===== src/rtl/irq_controller.sv =====
// Platform-level interrupt controller: synchronizes level sources, gates them by
// enable/priority/threshold, and exposes claim/complete over a valid/ready slave port.
module irq_controller #(
  parameter int unsigned SOURCES   = 8,
  parameter int unsigned PRIO_BITS = 3
) (
  input  logic               clk,
  input  logic               reset,
  input  logic [SOURCES-1:0] irq_src,
  input  logic               bus_valid,
  input  logic               bus_write,
  input  logic [7:0]         bus_address,
  input  logic [31:0]        bus_wdata,
  output logic [31:0]        bus_rdata,
  output logic               bus_ready,
  output logic               meip
);

  localparam logic [5:0] WORD_PENDING   = 6'h20;
  localparam logic [5:0] WORD_ENABLE    = 6'h21;
  localparam logic [5:0] WORD_THRESHOLD = 6'h22;
  localparam logic [5:0] WORD_CLAIM     = 6'h23;

  logic [PRIO_BITS-1:0] prio_q [1:SOURCES];
  logic [PRIO_BITS-1:0] prio_d [1:SOURCES];
  logic [SOURCES:1]     enable_q, enable_d;
  logic [SOURCES:1]     pending_q, pending_d;
  logic [SOURCES:1]     in_flight_q, in_flight_d;
  logic [SOURCES:1]     sync1_q, sync2_q;
  logic [PRIO_BITS-1:0] threshold_q, threshold_d;
  logic                 meip_q, meip_d;
  logic                 bus_ready_q, bus_ready_d;
  logic [31:0]          bus_rdata_q, bus_rdata_d;

  logic [4:0]           best_id;
  logic [PRIO_BITS-1:0] best_prio;
  logic [5:0]           word;
  logic                 accept;
  logic [31:0]          read_val;
  logic                 unused_bits;

  assign word        = bus_address[7:2];
  assign accept      = bus_valid & ~bus_ready_q;
  assign unused_bits = ^{bus_address[1:0], bus_wdata};

  // Seeding best_prio with the threshold enforces the strict priority > threshold
  // rule; the strict compare in an ascending scan gives ties to the lowest ID.
  always_comb begin
    best_id   = '0;
    best_prio = threshold_q;
    for (int unsigned i = 1; i <= SOURCES; i++) begin
      if (pending_q[i] && enable_q[i] && (prio_q[i] > best_prio)) begin
        best_id   = 5'(i);
        best_prio = prio_q[i];
      end
    end
  end

  always_comb begin
    read_val = '0;
    for (int unsigned i = 1; i <= SOURCES; i++) begin
      if (word == 6'(i)) read_val = 32'(prio_q[i]);
    end
    case (word)
      WORD_PENDING:   read_val = 32'({pending_q, 1'b0});
      WORD_ENABLE:    read_val = 32'({enable_q, 1'b0});
      WORD_THRESHOLD: read_val = 32'(threshold_q);
      WORD_CLAIM:     read_val = 32'(best_id);
      default:        ;
    endcase
  end

  always_comb begin
    prio_d      = prio_q;
    enable_d    = enable_q;
    threshold_d = threshold_q;
    pending_d   = pending_q   | (sync2_q & ~in_flight_q);
    in_flight_d = in_flight_q | (sync2_q & ~in_flight_q);
    meip_d      = (best_id != '0);
    bus_ready_d = accept;
    bus_rdata_d = accept ? read_val : '0;

    if (accept && !bus_write && (word == WORD_CLAIM)) begin
      for (int unsigned i = 1; i <= SOURCES; i++) begin
        if (best_id == 5'(i)) pending_d[i] = 1'b0;
      end
    end

    if (accept && bus_write) begin
      for (int unsigned i = 1; i <= SOURCES; i++) begin
        if (word == 6'(i)) prio_d[i] = bus_wdata[PRIO_BITS-1:0];
      end
      case (word)
        WORD_ENABLE:    enable_d    = bus_wdata[SOURCES:1];
        WORD_THRESHOLD: threshold_d = bus_wdata[PRIO_BITS-1:0];
        WORD_CLAIM: begin
          // Only an in-flight ID completes, so a same-edge gateway set is never undone.
          for (int unsigned i = 1; i <= SOURCES; i++) begin
            if ((bus_wdata[4:0] == 5'(i)) && in_flight_q[i]) in_flight_d[i] = 1'b0;
          end
        end
        default: ;
      endcase
    end
  end

  always_ff @(posedge clk) begin
    if (reset) begin
      prio_q      <= '{default: '0};
      enable_q    <= '0;
      threshold_q <= '0;
      pending_q   <= '0;
      in_flight_q <= '0;
      sync1_q     <= '0;
      sync2_q     <= '0;
      meip_q      <= 1'b0;
      bus_ready_q <= 1'b0;
      bus_rdata_q <= '0;
    end else begin
      prio_q      <= prio_d;
      enable_q    <= enable_d;
      threshold_q <= threshold_d;
      pending_q   <= pending_d;
      in_flight_q <= in_flight_d;
      sync1_q     <= irq_src;
      sync2_q     <= sync1_q;
      meip_q      <= meip_d;
      bus_ready_q <= bus_ready_d;
      bus_rdata_q <= bus_rdata_d;
    end
  end

  assign meip      = meip_q;
  assign bus_ready = bus_ready_q;
  assign bus_rdata = bus_rdata_q;

endmodule

===== config.mk =====
export PLATFORM = sky130hd
export DESIGN_NAME = irq_controller
export DESIGN_NICKNAME = d
export VERILOG_FILES = /design/src/rtl/irq_controller.sv
export SDC_FILE = /design/constraint.sdc
export NUM_CORES = 1
export LEC_CHECK = 0
export ABC_AREA = 1
export CAP_MARGIN = 20
export CORE_MARGIN = 8
export CORE_UTILIZATION = 40
export CTS_CLUSTER_SIZE = 40
export DETAILED_ROUTE_END_ITERATION = 7
export GPL_ROUTABILITY_DRIVEN = 0
export PLACE_DENSITY = 0.73
export REMOVE_ABC_BUFFERS = 1
export SYNTH_ARGS = -nofsm -noshare
export SYNTH_HDL_FRONTEND = slang
export SYNTH_SLANG_ARGS = --single-unit

===== constraint.sdc =====
create_clock -name clk -period 7.35 [get_ports clk]
set_input_delay 1.1025 -clock clk [delete_from_list [all_inputs] [get_ports clk]]
set_output_delay 1.1025 -clock clk [all_outputs]
set_load 0.1 [all_outputs]

**Yosys cells after proc, flatten, opt, wreduce, memory -nomap -nowiden**

Index checks and enable logic that the tools add are counted.

- Register bits after elaboration: 101
- Bits of input ports: 52
- Output and inout bits: 34

- Order comparisons: 8
- Equal/unequal tests: 28
- Mux-type cells: 43
- Bitwise gates (word level): 7
- Reduce and logical (&&, ||, !) cells: 40

Operator list:

| kind | count |
|---|---|
| $mux W32 | 7 |
| $pmux W32 S4 | 1 |
| $eq A5 B3 Y1 const B | 8 |
| $mux W5 | 7 |
| $logic_and A1 B1 Y1 | 27 |
| $eq A6 B3 Y1 const B | 4 |
| $eq A6 B6 Y1 const B | 4 |
| $gt A3 B3 Y1 | 8 |
| $mux W3 | 8 |
| $mux W8 | 3 |
| $eq A5 B2 Y1 const B | 4 |
| $reduce_and A2 Y1 | 10 |
| $mux W1 | 17 |
| $or A8 B8 Y8 | 2 |
| $eq A6 B2 Y1 const B | 2 |
| $eq A5 B1 Y1 const B | 2 |
| $eq A5 B4 Y1 const B | 2 |
| $and A8 B8 Y8 | 1 |
| $not A8 Y8 | 1 |
| $eq A6 B1 Y1 const B | 1 |
| $eq A6 B4 Y1 const B | 1 |
| $reduce_bool A5 Y1 | 1 |
| $not A1 Y1 | 2 |
| $reduce_or A2 Y1 | 1 |
| other kinds (2) | 2 |

**Longest topological paths before layout**

- Depth after elaboration: 27
- Gate-level depth with buffers: 62
- Depth with buffers taken out: 61

**Least setup slack after synthesis**

Ideal clock, no wire load.

- Path type: register -> register
- Start: register threshold_q[2]
- End: register bus_rdata_q[2] (netlist: bus_rdata[2])
- Data arrival time: 8.014 ns
- Data required time: 7.237 ns
- Slack: -0.777 ns
- Cell stages (with the launch flop): 56
- Buffers on the path: 1
- Period minus slack after synthesis: 8.127 ns
- Cells stage by stage: dfxtp_1 > inv_1 > ha_1 > nand3_1 > nand2_1 > inv_2 > nand2_4 > o21ai_0 > ha_1 > o21ai_0 > nand3_2 > nand3_4 > nand2_4 > o21ai_0 > ha_1 > o21ai_0 > nand3_2 > nand3_2 > (+20 left out) > o21ai_1 > inv_1 > ha_1 > nand2_1 > o21ai_0 > nand4_1 > inv_1 > o21ai_1 > ha_1 > nand2_1 > o21ai_0 > nand4_1 > inv_1 > nor2_1 > nand2_1 > nand2_1 > nor2_1 > nor2_1

- Cells in the longest elaborated chain, start to end: 25
- Elaborated cells between the ends (all ways): 30
- Classes of those cells: order compare: 8; mux: 14; reduce/logical: 8

RTL lines:

| what | line | RTL |
|---|---|---|
| start: declaration | 30 | `logic [PRIO_BITS-1:0] threshold_q, threshold_d;` |
| start signal: assignment | 122 | `threshold_q <= threshold_d;` |
| $gt A3 B3 Y1 | 52 | `if (pending_q[i] && enable_q[i] && (prio_q[i] > best_prio)) begin` |
| $logic_and A1 B1 Y1 | 52 |  |
| $mux W3 | 52 |  |
| $gt A3 B3 Y1 | 52 |  |
| $logic_and A1 B1 Y1 | 52 |  |
| $mux W3 | 52 |  |
| $gt A3 B3 Y1 | 52 |  |
| $logic_and A1 B1 Y1 | 52 |  |
| (+9 left out) | - |  |
| $mux W3 | 52 |  |
| $gt A3 B3 Y1 | 52 |  |
| $logic_and A1 B1 Y1 | 52 |  |
| $mux W3 | 52 |  |
| $gt A3 B3 Y1 | 52 |  |
| $logic_and A1 B1 Y1 | 52 |  |
| $mux W5 | 52 |  |
| $pmux W32 S4 (*) | 64 | `case (word)` |
| end signal: assignment | 129 | `bus_rdata_q <= bus_rdata_d;` |
| end: declaration | 33 | `logic [31:0] bus_rdata_q, bus_rdata_d;` |

Every way passes the cells marked *; elsewhere a longest branch is shown, timed or not.
A chain may end at the register's enable or synchronous reset.

**Worst setup path in the final report**

- Start: register threshold_q[1]
- End: register bus_rdata_q[2] (netlist: bus_rdata[2])

- Cells in the longest elaborated chain, start to end: 25
- Elaborated cells between the ends (all ways): 30
- Classes of those cells: order compare: 8; mux: 14; reduce/logical: 8

RTL lines:

| what | line |
|---|---|
| $gt A3 B3 Y1 | 52 |
| $logic_and A1 B1 Y1 | 52 |
| $mux W3 (*) | 52 |
| $gt A3 B3 Y1 | 52 |
| $logic_and A1 B1 Y1 | 52 |
| $mux W3 (*) | 52 |
| $gt A3 B3 Y1 | 52 |
| $logic_and A1 B1 Y1 | 52 |
| (+9 left out) | - |
| $mux W3 | 52 |
| $gt A3 B3 Y1 | 52 |
| $logic_and A1 B1 Y1 | 52 |
| $mux W3 | 52 |
| $gt A3 B3 Y1 | 52 |
| $logic_and A1 B1 Y1 | 52 |
| $mux W5 (*) | 52 |
| $pmux W32 S4 (*) | 64 |

Marked as above.

==> reports/results.ini <==
[sta]
hold_violations=0
setup_ws_ns=-0.251
fmax_mhz=132
max_slew_margin_pct=34.3
setup_viol=13
worstMarginPinSlew_ns=0.982
rsz0062_at_grt=true
min_period_over_period_pct=103
clock_skew_ns=0.0124
fin_crit_ns=7.60
finalMaxSlewViolations=0

[routing]
wire_per_inst_um=14.8
drtPass1Iterations=5
avgViaCountPerCell=5.08
final_antenna_net_count=0
routed_wl_um=12700
dr_total_vias=4353
drc=0
drt_iter0_drc=319

[worst_setup_path]
crit_arrival_ns=7.86
end_kind=flip-flop
critical_path.max_stage_delay_ns=0.34
worstSetupPathType=reg2reg
slowest_stage=dfxtp_2
cp_data_required_time_ns=7.61
crit_top_cell=nand2_4
worst-path-max-fanout=7
start_kind=flip-flop

[logic_synthesis]
synth_edf_count=0
synthAdderAreaFrac_pct=4.06
ys_ff_latch=78
yosys_warnings=0
syn_area_per_cell_um2=7.05
post_synth_mux_area_share_pct=0
synth_compound_area_share_pct=18.4
synth_cell_types=37
synth_top_family_by_area=simple AND/OR/NAND/NOR gates
netlist_top_cells_area=dfxtp_1, nand2_1, inv_1
synth_xor_area_share_pct=0
synth_ff_type=dfxtp_1
synth_top_area_share_pct=36.2
syn_inst=612
async_flop_share_pct=0
synth.most_common_cell=nand2_1
yosysTopAreaCell=dfxtp_1
synth_commonest_cells=nand2_1, inv_1, dfxtp_1, nor2_1, o21ai_0
ys_seq_area_share_pct=36.2
synth-simple-area-share_pct=27.0
syn-cell-area_um2=4310

[global_routing]
grt_max_degree=44
antenna_found_initial=0
grtUsageTotal_pct=17.0
gr-total-overflow=0
grt_pass1_wl_um=19900
grt_pass1_vias=4191

[floorplan]
dieArea_um2=14400
rows=38
dieWidth_um=120
core_area_um2=10700
die_h_um=120
io_pins=86
start_util_pct=40.3

[place]
port_buffers=37
hpwlAfterDp_um=8860
dp_cells=820

[clocking]
cts_hold_buf=0
cts.path.max_buffers=2
cts_tree=built
cts_buffers=9
cts_sinks=78
clk_latency_ns=0.37
h-tree-depth=3
clk_pin_slew_ns=0.08
root_buffer=clkbuf_8

[cells_and_area]
areaGrowthSynthToFinish_pct=34.8
diodes=0
fin_nets=778
drive_gt1_share_pct=26.5
stdcell_count=857

[power]
vdd_drop_max_mv=0.127
finalPower_w=0.000856
p_leak_nw=2.53
power.density_nw_per_um2=147

[status]
violations=negative setup slack
status=finished, violations left

[run]
maxCapViolCount=0

[worst_hold_path]
min_path_type=reg2reg

==> path summary, 6_finish.rpt <==
kind | start | endpoint | slack [ns] | cells past startpoint
worst max register to register | threshold_q[1] | bus_rdata[2] | -0.25 | 53
worst min-delay path | sync1_q[1] | sync2_q[1] | 0.41 | 2
worst min register to register | sync1_q[1] | sync2_q[1] | 0.41 | 2
worst max-delay path | threshold_q[1] | bus_rdata[2] | -0.25 | 53
==> state kept, by name, indices dropped and copies added (netlist names) <==
signal	count
in_flight_q	8
enable_q	8
bus_ready	1
meip	1
sync1_q	8
sync2_q	8
prio_q	24
threshold_q	3
pending_q	8
bus_rdata	9
==> power breakdown <==
group / internal (W) / leakage (nW) / switching, W
registers: 0.000432 / 0.637 / 0.00000484
clock network: 0.000126 / 0.0877 / 0.000176
logic: 0.0000274 / 1.81 / 0.0000892
==> critical path, delay by kind of cell, from the launching register on <==
kind / cells / cell delay [ns]
buffers and inverters: 7 / 0.90
DFF: 1 / 0.34
and+or+nand+nor: 26 / 2.44
adders and majority gates: 8 / 1.95
AOI/OAI and AO/OA: 12 / 1.86
==> per-stage QoR <==
stage	area, um2	TNS [ns]	setup slack [ns]	hold WS (ns)	utilization (%)
5_1_grt	5810	-7.60	-0.641	0.419	54.4
3_3_place_gp	5030	-12.81	-1.07	0.389	47.0
6_report	5810	-2.65	-0.251	0.405	54.4
3_5_place_dp	5030	-17.06	-1.41	0.395	47.0
2_1_floorplan	4170	-8.19	-0.707	0.388	-
4_1_cts	5580	-0.206	-0.0616	0.409	52.2
==> layout make-up <==
class / instances / area (um2)
Inverter: 102 / 385
Clock inverter: 7 / 57.6
Sequential cell: 78 / 1570
Timing Repair Buffer: 100 / 871
Multi-Input combinational cell: 421 / 2630
Fill cell: 987 / 4880
Tap cell: 140 / 175
Clock buffer: 9 / 124
==> layer usage <==
metal / global-route usage, % / wire length, um / vias to the layer above
met1: 18.8 / 5040 / 2028
met2: 31.2 / 6540 / 155
li1: - / - / 2131
met3: 3.01 / 727 / 39
met5: 0 / 0 / -
met4: 7.49 / 418 / 0
==> layout by cell type (no fill, tap or decap), types with 5 or more instances in the layout <==
| cell | n |
|---|---|
| o21ai_2 | 5 |
| buf_4 | 60 |
| o21ai_4 | 7 |
| dfxtp_1 | 73 |
| nand2_2 | 18 |
| clkdlybuf4s50_1 | 37 |
| nand3_1 | 21 |
| clkbuf_8 | 9 |
| ha_4 | 10 |
| a21oi_1 | 54 |
| nand2_1 | 87 |
| dfxtp_2 | 5 |
| a21oi_2 | 5 |
| nand4_1 | 5 |
| nand2_4 | 11 |
| o21ai_0 | 45 |
| inv_2 | 12 |
| nand3_2 | 17 |
| inv_1 | 86 |
| nor2_1 | 70 |
| conb_1 | 23 |
| o21ai_1 | 6 |
| nor2_4 | 5 |
==> repair_timing <==
item,in CTS,in global routing
setup buffers,16,5
gates resized for setup,59,36
endpoints found under the setup margin,13,13
pin swaps,23,26
==> kinds of logic after synthesis <==
family / after synthesis
flip-flops: 78
AO/OA/AOI/OAI: 139
other: 1
buffers and inverters: 135
adder cells (fa/ha/maj): 14
AND/OR/NAND/NOR: 245
No activity file was read; power rests on OpenSTA's default activity.
